File: src/rtl/mem_port_arbiter.sv
// mem_port_arbiter
//   Shares one single-port memory between the fetch requester (IF) and the
//   data requester (MEM). Each access is granted and the memory address,
//   write enable and write data are captured. The arbiter then waits for
//   mem_ack and pulses the owning side's done for one cycle. The 3-bit
//   per-side status codes drive the core's freeze logic.
//
//   Optional feature: define MEM_ARB_TIMEOUT_EN to enable a watchdog.
//   After TO_CYCLES request cycles without an ack it abandons the access,
//   sets sticky timeout_err and reports code 100.
//
// Ports
//   clk, rst                : clock (rising edge), async active-low reset
//   if_req/if_addr          : fetch request (level) and address
//   if_rdata/if_done        : fetched word, one-cycle completion pulse
//   d_read/d_write          : data request (level), write wins if both
//   d_addr/d_wdata          : data address and store data
//   d_rdata/d_done          : load data, one-cycle completion pulse
//   instr_state/mem_state   : per-side code 000 IDLE 001 WAIT 010 BUSY
//                             011 DONE 100 ERR
//   stall                   : any asserted request not yet done
//   mem_req/mem_we/mem_addr/mem_wdata/mem_rdata/mem_ack : memory port
//   timeout_err             : sticky watchdog error (0 without the macro)
module mem_port_arbiter #(
   parameter int ADDR_W    = 32,
   parameter int DATA_W    = 32,
   parameter int TO_CYCLES = 15
) (
   input  logic              clk,
   input  logic              rst,
   input  logic              if_req,
   input  logic [ADDR_W-1:0] if_addr,
   output logic [DATA_W-1:0] if_rdata,
   output logic              if_done,
   input  logic              d_read,
   input  logic              d_write,
   input  logic [ADDR_W-1:0] d_addr,
   input  logic [DATA_W-1:0] d_wdata,
   output logic [DATA_W-1:0] d_rdata,
   output logic              d_done,
   output logic [2:0]        instr_state,
   output logic [2:0]        mem_state,
   output logic              stall,
   output logic              mem_req,
   output logic              mem_we,
   output logic [ADDR_W-1:0] mem_addr,
   output logic [DATA_W-1:0] mem_wdata,
   input  logic [DATA_W-1:0] mem_rdata,
   input  logic              mem_ack,
   output logic              timeout_err
);

   typedef enum logic [1:0] {S_IDLE, S_GNT_I, S_GNT_D, S_DONE} state_t;

   state_t            r_state;
   logic              r_last_d;
   logic              r_mem_req;
   logic              r_mem_we;
   logic [ADDR_W-1:0] r_mem_addr;
   logic [DATA_W-1:0] r_mem_wdata;
   logic [DATA_W-1:0] r_if_rdata;
   logic [DATA_W-1:0] r_d_rdata;
   logic              r_if_done;
   logic              r_d_done;
   logic              w_d_req;
   logic              w_to_flag;
   logic [2:0]        w_instr_state;
   logic [2:0]        w_mem_state;

   assign w_d_req = d_read | d_write;

`ifdef MEM_ARB_TIMEOUT_EN
   localparam int CNT_W = $clog2(TO_CYCLES + 1);
   logic [CNT_W-1:0] r_cnt;
   logic             r_to_done;
   logic             r_timeout_err;
   assign w_to_flag   = r_to_done;
   assign timeout_err = r_timeout_err;
`else
   // TO_CYCLES only matters when the watchdog is built in
   logic w_unused_to_cycles;
   assign w_unused_to_cycles = (TO_CYCLES > 0);
   assign w_to_flag   = 1'b0;
   assign timeout_err = 1'b0;
`endif

   always_ff @(posedge clk or negedge rst) begin
      if (!rst) begin
         r_state     <= S_IDLE;
         r_last_d    <= 1'b0;
         r_mem_req   <= 1'b0;
         r_mem_we    <= 1'b0;
         r_mem_addr  <= '0;
         r_mem_wdata <= '0;
         r_if_rdata  <= '0;
         r_d_rdata   <= '0;
         r_if_done   <= 1'b0;
         r_d_done    <= 1'b0;
`ifdef MEM_ARB_TIMEOUT_EN
         r_cnt         <= '0;
         r_to_done     <= 1'b0;
         r_timeout_err <= 1'b0;
`endif
      end else begin
         r_if_done <= 1'b0;
         r_d_done  <= 1'b0;
         case (r_state)
            S_IDLE: begin
               // data first, unless a fetch is waiting behind the last data access
               if (w_d_req && (!if_req || !r_last_d)) begin
                  r_state     <= S_GNT_D;
                  r_mem_req   <= 1'b1;
                  r_mem_we    <= d_write;
                  r_mem_addr  <= d_addr;
                  r_mem_wdata <= d_wdata;
               end else if (if_req) begin
                  r_state     <= S_GNT_I;
                  r_mem_req   <= 1'b1;
                  r_mem_we    <= 1'b0;
                  r_mem_addr  <= if_addr;
                  r_mem_wdata <= '0;
               end
`ifdef MEM_ARB_TIMEOUT_EN
               r_cnt <= '0;
`endif
            end
            S_GNT_I, S_GNT_D: begin
               if (mem_ack) begin
                  r_mem_req <= 1'b0;
                  r_state   <= S_DONE;
                  r_last_d  <= (r_state == S_GNT_D);
                  if (r_state == S_GNT_D) begin
                     r_d_done <= 1'b1;
                     if (!r_mem_we) r_d_rdata <= mem_rdata;
                  end else begin
                     r_if_done  <= 1'b1;
                     r_if_rdata <= mem_rdata;
                  end
               end
`ifdef MEM_ARB_TIMEOUT_EN
               else if (r_cnt == CNT_W'(TO_CYCLES - 1)) begin
                  r_mem_req     <= 1'b0;
                  r_state       <= S_DONE;
                  r_to_done     <= 1'b1;
                  r_timeout_err <= 1'b1;
                  if (r_state == S_GNT_D) begin
                     r_d_done  <= 1'b1;
                     r_d_rdata <= '0;
                  end else begin
                     r_if_done  <= 1'b1;
                     r_if_rdata <= '0;
                  end
               end else begin
                  r_cnt <= r_cnt + 1'b1;
               end
`endif
            end
            default: begin
               r_state <= S_IDLE;
`ifdef MEM_ARB_TIMEOUT_EN
               r_to_done <= 1'b0;
`endif
            end
         endcase
      end
   end

   // Status codes are decoded from the registered FSM plus the live
   // request levels so a requester sees WAIT in the cycle it asks.
   always_comb begin
      w_instr_state = 3'b000;
      w_mem_state   = 3'b000;
      if (rst) begin
         if (r_state == S_GNT_I)                   w_instr_state = 3'b010;
         else if (r_state == S_DONE && r_if_done)  w_instr_state = w_to_flag ? 3'b100 : 3'b011;
         else if (if_req)                          w_instr_state = 3'b001;

         if (r_state == S_GNT_D)                   w_mem_state = 3'b010;
         else if (r_state == S_DONE && r_d_done)   w_mem_state = w_to_flag ? 3'b100 : 3'b011;
         else if (w_d_req)                         w_mem_state = 3'b001;
      end
   end

   assign instr_state = w_instr_state;
   assign mem_state   = w_mem_state;
   assign stall       = rst & ((if_req & ~r_if_done) | (w_d_req & ~r_d_done));
   assign mem_req     = r_mem_req;
   assign mem_we      = r_mem_we;
   assign mem_addr    = r_mem_addr;
   assign mem_wdata   = r_mem_wdata;
   assign if_rdata    = r_if_rdata;
   assign d_rdata     = r_d_rdata;
   assign if_done     = r_if_done;
   assign d_done      = r_d_done;

endmodule
File: config.mk
export PLATFORM = sky130hd
export DESIGN_NAME = mem_port_arbiter
export DESIGN_NICKNAME = d
export VERILOG_FILES = /design/src/rtl/mem_port_arbiter.sv
export SDC_FILE = /design/constraint.sdc
export NUM_CORES = 1
export LEC_CHECK = 0
export CORE_AREA = 2 2 105 148
export CTS_BUF_LIST = sky130_fd_sc_hd__clkbuf_4 sky130_fd_sc_hd__clkbuf_8
export DETAILED_ROUTE_END_ITERATION = 8
export DIE_AREA = 0 0 107 150
export GPL_TIMING_DRIVEN = 0
export PLACE_DENSITY = 0.78
export SYNTH_ARGS = -nofsm -noshare
export SYNTH_HDL_FRONTEND = slang
export SYNTH_SLANG_ARGS = --single-unit
File: constraint.sdc
create_clock -name clk -period 1.7 [get_ports clk]
set_input_delay 0.34 -clock clk [delete_from_list [all_inputs] [get_ports clk]]
set_output_delay 0.34 -clock clk [all_outputs]
set_load 0.005 [all_outputs]
==> impl_results.md, run 1 <==
- Clk_lat worst skew: 0.45 ns
- Synth area leaders: dfrtp_1, mux2_2, mux2i_1
- Wire per inst: 19.06 microns
- Synth top cells by count: dfrtp_1, mux2_2, a22o_1
- Final period util: 113.4%
- CP cell instances: buf_6 > ha_4 > nand2b_4 > a21oi_4 > buf_6
- Die footprint: between 0.015 and 0.02 sq mm
- Initial antenna violation count: 1
- CTS tree: built
- Initial Util: 37.16%
- Row count: 53
- Share of the yosys chip area belonging to registers: 61.48%
- Critical path endpoint: mem_state[0]
- Clk buf depth: 2
- Global route overflow: 0
- CP max stage cell: dfrtp_2
- CP max FO: 4
- DP Cell Count: around 860
- Die Y: 150 microns
- Crit. End Element: output pin
- Final std cells w/o fill: between 900 and 1000
- Reg2Reg Setup Slack: -0.11 ns
- Final WL: approximately 18 mm
- CP startpoint kind: flip-flop
- Peak Freq: 518.5 MHz
- Critical Path RT: 1.36 ns
- Detailed Routing Iterations Pass 1: 7
- Detail Route met2 WL: 9.374 mm
- Mean Syn Cell Area: roughly 14 sq um
- Hold Crit Class: in2async
- Status: complete, but fails checks
- RSZ-0062 raised after global routing: yes
- Util after Layout: 65.10%
- Final hold violations: 69
- Met1 wire length: between 6 and 7 mm
- Failing checks: hold timing, setup timing
- HPWL after DPL: roughly 12 mm
- Layout Nets: between 800 and 900
- Pre-CTS WS: -0.7894 ns
- Drc violations: 0
- Yosys reg bits: 135
- Yosys cell types: 33
- Fin crit period: 1.929 ns
- Worst path max stage delay: 0.46 ns
- Post-Syn Area: about 0.0055 sq mm
- Share of cells above drive strength 1: 24.83%
- Area share of the largest cell type after synthesis: 61.48%
- Max Cap Viol: 0
- Main synth FF type: dfrtp_1
- CP arrival: 1.59 ns
- Htree depth: 4
- Final setup viols: 48
- VDD IR max: approximately 940 uV
- Vias in the first global route: between 4000 and 5000
- Largest net degree at the start of global routing: 72
- Power per cell area: 1757 mW/mm^2
- DR top layer: met4
- Gpl congestion: roughly 0.80
- Clock slew at reported path FFs: 0.08 ns
- Final WS setup: -0.2285 ns
- Post-synth EDFFs: 0
- Die X: 107 microns
- Fin. max-slew vios: 0
- Area growth from synthesis to layout: 75.18%
- Post-synth top area cell: dfrtp_1
- DR vias: 4521
- Min Hold Slack: -0.2187 ns
- Clock root buffer: clkbuf_8
- Global Route Usage Sum: 20.70%
- Metal3 WL: approximately 1.8 mm
- Drt first-iter violations: between 90 and 100
- Post-route ant nets: 0
- Syn Inst Count: 396
- Leak: between 4 and 5 nW
- TritonCTS Sinks: 135
- Crit path launch: r_state[1]
- Setup Skew: 0.01561 ns
- PortBufs: 270
- Inserted Clock Buffers: 17
- CP dominant cell by count: buf_6
- IO Pins: 274
- R2R depth: 7
- First-pass GRT wire length: roughly 25 mm
- Core area: 0.01479 sq mm
- Count leader, synth: dfrtp_1
- Async SR Flop Fraction: 100.0%
- RR Startpoint: r_state[0]
- Critical path type: reg2out
- Ys Warns: 0
- Via/cell ratio: 4.903
- Worst r2r dst: if_rdata[19]
## cells in the final DEF, fill, tap and decap left out, drive strengths merged, types with 2 or more instances in the layout
cell	count
clkinvlp	2
mux2	65
and2	2
clkbuf	27
clkinv	2
dlygate4sd2	18
buf	52
nand2	34
dfrtp	135
nand2b	2
o21ai	32
a22o	35
bufinv	3
nor2	2
clkdlybuf4s50	178
ha	5
dlymetal6s2s	68
conb	3
mux2i	32
a21oi	4
inv	12
o2bb2ai	2
nor2b	3
or2	2
## how the worst min path moves through the flow
stage	start	endpoint	cells past startpoint
2_1_floorplan	rst	d_done	0
3_3_place_gp	mem_addr[7]	mem_addr[7]	2
3_5_place_dp	rst	mem_addr[21]	1
4_1_cts	rst	mem_addr[21]	1
5_1_grt	rst	mem_addr[14]	1
6_report	rst	mem_addr[14]	1
## area by class of cell
class                   count  area, sq um
diodes                      1        2.502
plain buffers              26        254.0
clock buffers              18        247.7
clock inverters            14        186.4
fillers                  1109         5161
inverters                   5        21.27
multi-input cells         231         2069
flip-flops and latches    135         3381
well taps                 192        240.2
repair buffers            300         3224
## cell families (layout without fill, tap and decap cells)
family	count (synthesis)	after routing	share of synthesized area, %
flops	135	135	61.48
mux	97	97	19.15
compound gates	78	78	10.43
simple gates	48	48	3.916
buf+inv	32	363	3.825
fa+ha+maj	5	5	1.138
other cells	1	4	0.06824
## per-layer routing
metal,global-route usage [%],vias up
met5,0,-
met4,8.247,0
met3,9.538,25
met2,37.04,204
met1,20.67,2249
li1,-,2043
## power by group
part / internal (mW) / switching [mW] / total (mW) / leakage, nW
Sequential: 4.80 / 0.862 / 5.66 / 1.64
Combinational: 5.27 / 3.06 / 8.33 / 3.12
Clock: 1.53 / 1.39 / 2.92 / 0.214
## worst max-delay path, delay by kind of cell (launching register included)
family / cells / cell delay (ns)
flip-flops: 1 / 0.46
buffers and inverters: 2 / 0.26
adder cells (fa/ha/maj): 1 / 0.15
AND/OR/NAND/NOR: 1 / 0.14
AO/OA/AOI/OAI: 1 / 0.13
## registers in the layout, summed over array words and instances (netlist names)
signal / count
d_done: 1
d_rdata: 32
if_done: 1
if_rdata: 32
mem_addr: 32
mem_req: 1
mem_wdata: 32
mem_we: 1
r_last_d: 1
r_state: 2
## metrics by stage
step / TNS, ns / power, mW / hold slack, ns / area (sq um)
2_1_floorplan: 0 / 8.824 / 0.04441 / 5515
3_3_place_gp: -714.69 / 13.01 / 0.4645 / 8458
3_5_place_dp: -44.54 / 13.30 / 0.3810 / 8487
4_1_cts: -3.880 / 16.39 / -0.2209 / 9045
5_1_grt: -6.685 / 17.91 / -0.2125 / 9627
6_report: -4.027 / 16.91 / -0.2187 / 9627
## repair_timing
| action | in CTS | in global routing |
|---|---|---|
| setup endpoints to repair | 83 | 162 |
| cloned | 1 | 6 |
| hold endpoints to repair | 69 | 69 |
| resized for setup | 65 | 104 |
| pin swaps | 3 | 2 |
| buffers inserted | 6 | 16 |
Note: power is estimated with default switching activity, not from simulation.
==> inputs of run 2 (changes only) <==
- PLACE_DENSITY: 0.78 -> not set
- PLACE_DENSITY_LB_ADDON: not set -> 0.08
==> run 2 against run 1 <==
Compared with the run above: the run still ends with hold timing, setup timing left; clock power down 14%; die area unchanged; first-iteration DRC count down 28%; largest power group unchanged.
==> impl_results.md, run 2 (same netlist as run 1, synthesis figures left out) <==
- Status: complete, but fails checks
- Failing checks: hold timing, setup timing
- Htree depth: 4
- Fin crit period: ~1.8 ns
- Initial antenna violation count: 1
- Core area: approximately 0.015 sq mm
- Share of cells above drive strength 1: 22.82%
- Drt first-iter violations: 69
- Crit. End Element: output pin
- Clock slew at reported path FFs: 0.09 ns
- Pre-CTS WS: -0.7434 ns
- Vias in the first global route: 4669
- CP max stage cell: dfrtp_2
- Detailed Routing Iterations Pass 1: 4
- Clock root buffer: clkbuf_8
- TritonCTS Sinks: approximately 140
- Drc violations: 0
- Largest net degree at the start of global routing: 72
- Clk pwr share: about 16%
- Die Y: around 150 microns
- Count of buffer and inverter cells on the critical path: 2
- Commonest non-fill, non-tap cell in the layout: clkdlybuf4s50_1
- HPWL after DPL: between 10 and 15 mm
- Post-route ant nets: 0
- Final period util: 106.3%
- First-pass GRT wire length: around 24 mm
- Global route overflow: 0
- Fin. max-slew vios: 0
- CP arrival: 1.47 ns
- Initial Util: between 30% and 40%
- Global Route Usage Sum: 19.40%
- Total power: ~16 mW
- Power per cell area: between 1500 and 2000 mW/mm^2
- Area growth from synthesis to layout: 66.80%
- Wire per inst: about 17 microns
- Inserted Clock Buffers: 17
- Row count: 53
- CTS tree: built
- Psw: 5.010 mW
- Most frequent cells in the layout: clkdlybuf4s50_1, dfrtp_1, mux2_2, a22o_1, nand2_1
- Gpl congestion: 0.7331
- IO Pins: 274
- Fillers: 1218
- Final hold violations: 66
- CP startpoint kind: flip-flop
- PortBufs: 270
- Combinational Power Share: 49.7%
- Layout Nets: approximately 840
- Critical path type: reg2out
- Sequential Power Share: 34.9%
- Footprint of the multi-input gates: ~0.0020 sq mm
- CP cell instances: inv_4 > ha_4 > nand2b_4 > a21oi_2 > buf_2
- Die X: 107 microns
- Final WL: 15.62 mm
- Register area: 0.003381 sq mm
- P_int: ~11 mW
- Final WS setup: -0.1064 ns
- Util after Layout: 61.98%
- Sw Ratio: 30.97%
- Critical Path RT: 1.36 ns
- Via/cell ratio: 4.779
- CP max FO: 4
- DR vias: 4315
- Worst path max stage delay: 0.45 ns
- Max Cap Viol: 0
- RSZ-0062 raised after global routing: yes
- Die footprint: 0.01605 sq mm
- CP top delay family: flip-flops
- Min Hold Slack: -0.2112 ns
- Post-route setup TNS: -2.049 ns
- Clk_lat worst skew: 0.42 ns
- Final setup viols: 35
- Hold Crit Class: in2async
- Peak Freq: between 500 and 600 MHz
- Setup Skew: 0.01540 ns
- VDD IR max: 888.1 uV
- Leak: 4.131 nW
- Clk buf depth: 2
[run 2: path summary, 6_finish.rpt]
path,slack (ns),depth (start not counted),endpoint,start
hold / removal,-0.21,1,mem_wdata[13],rst
setup / recovery,-0.11,5,mem_state[0],r_state[0]
setup reg to reg,-0.07,7,if_rdata[29],r_state[1]
max in group asynchronous,1.23,2,r_state[1],rst
min in group clk,0.33,2,mem_we,d_write
hold reg to reg,0.48,2,mem_addr[8],mem_addr[8]
[run 2: area by class of cell]
cell class / count / area share, %
Timing Repair Buffer: 281 / 31.56
Inverter: 5 / 0.2594
Antenna cell: 1 / 0.02730
Buffer: 26 / 2.566
Tap cell: 192 / 2.621
Clock inverter: 12 / 1.310
Clock buffer: 20 / 2.798
Sequential cell: 135 / 36.88
Multi-Input combinational cell: 231 / 21.98
[run 2: metrics by stage]
stage,area [sq um],std cells
detailed placement,8487,861
global placement,8458,860
finish,9166,903
floorplan,5515,398
global route,9164,902
CTS,9074,900
[run 2: routing by layer]
layer / vias to the layer above / track usage, % / part of all wire [%]
li1: 2002 / - / -
met1: 2130 / 20.92 / 37
met2: 167 / 34.97 / 53
met3: 16 / 7.448 / 8.6
met4: 0 / 5.909 / 1.6
met5: - / 0 / 0
[run 2: what timing repair did]
item / in CTS / in global routing
gates resized for setup: 64 / 26
endpoints found under the setup margin: 79 / 81
pin swaps: 3 / 3
buffers inserted: 6 / 1
cloned: 2 / 1
hold endpoints to repair: 66 / 66
[run 2: power groups by stage]
stage / clock, mW / combinational [mW] / sequential [mW]
6_report: 2.50 / 8.03 / 5.64
4_1_cts: 2.60 / 8.14 / 5.65
3_3_place_gp: 0 / 7.45 / 5.59
5_1_grt: 2.76 / 8.69 / 5.83
2_1_floorplan: 0 / 3.08 / 5.74
3_5_place_dp: 0 / 7.63 / 5.67
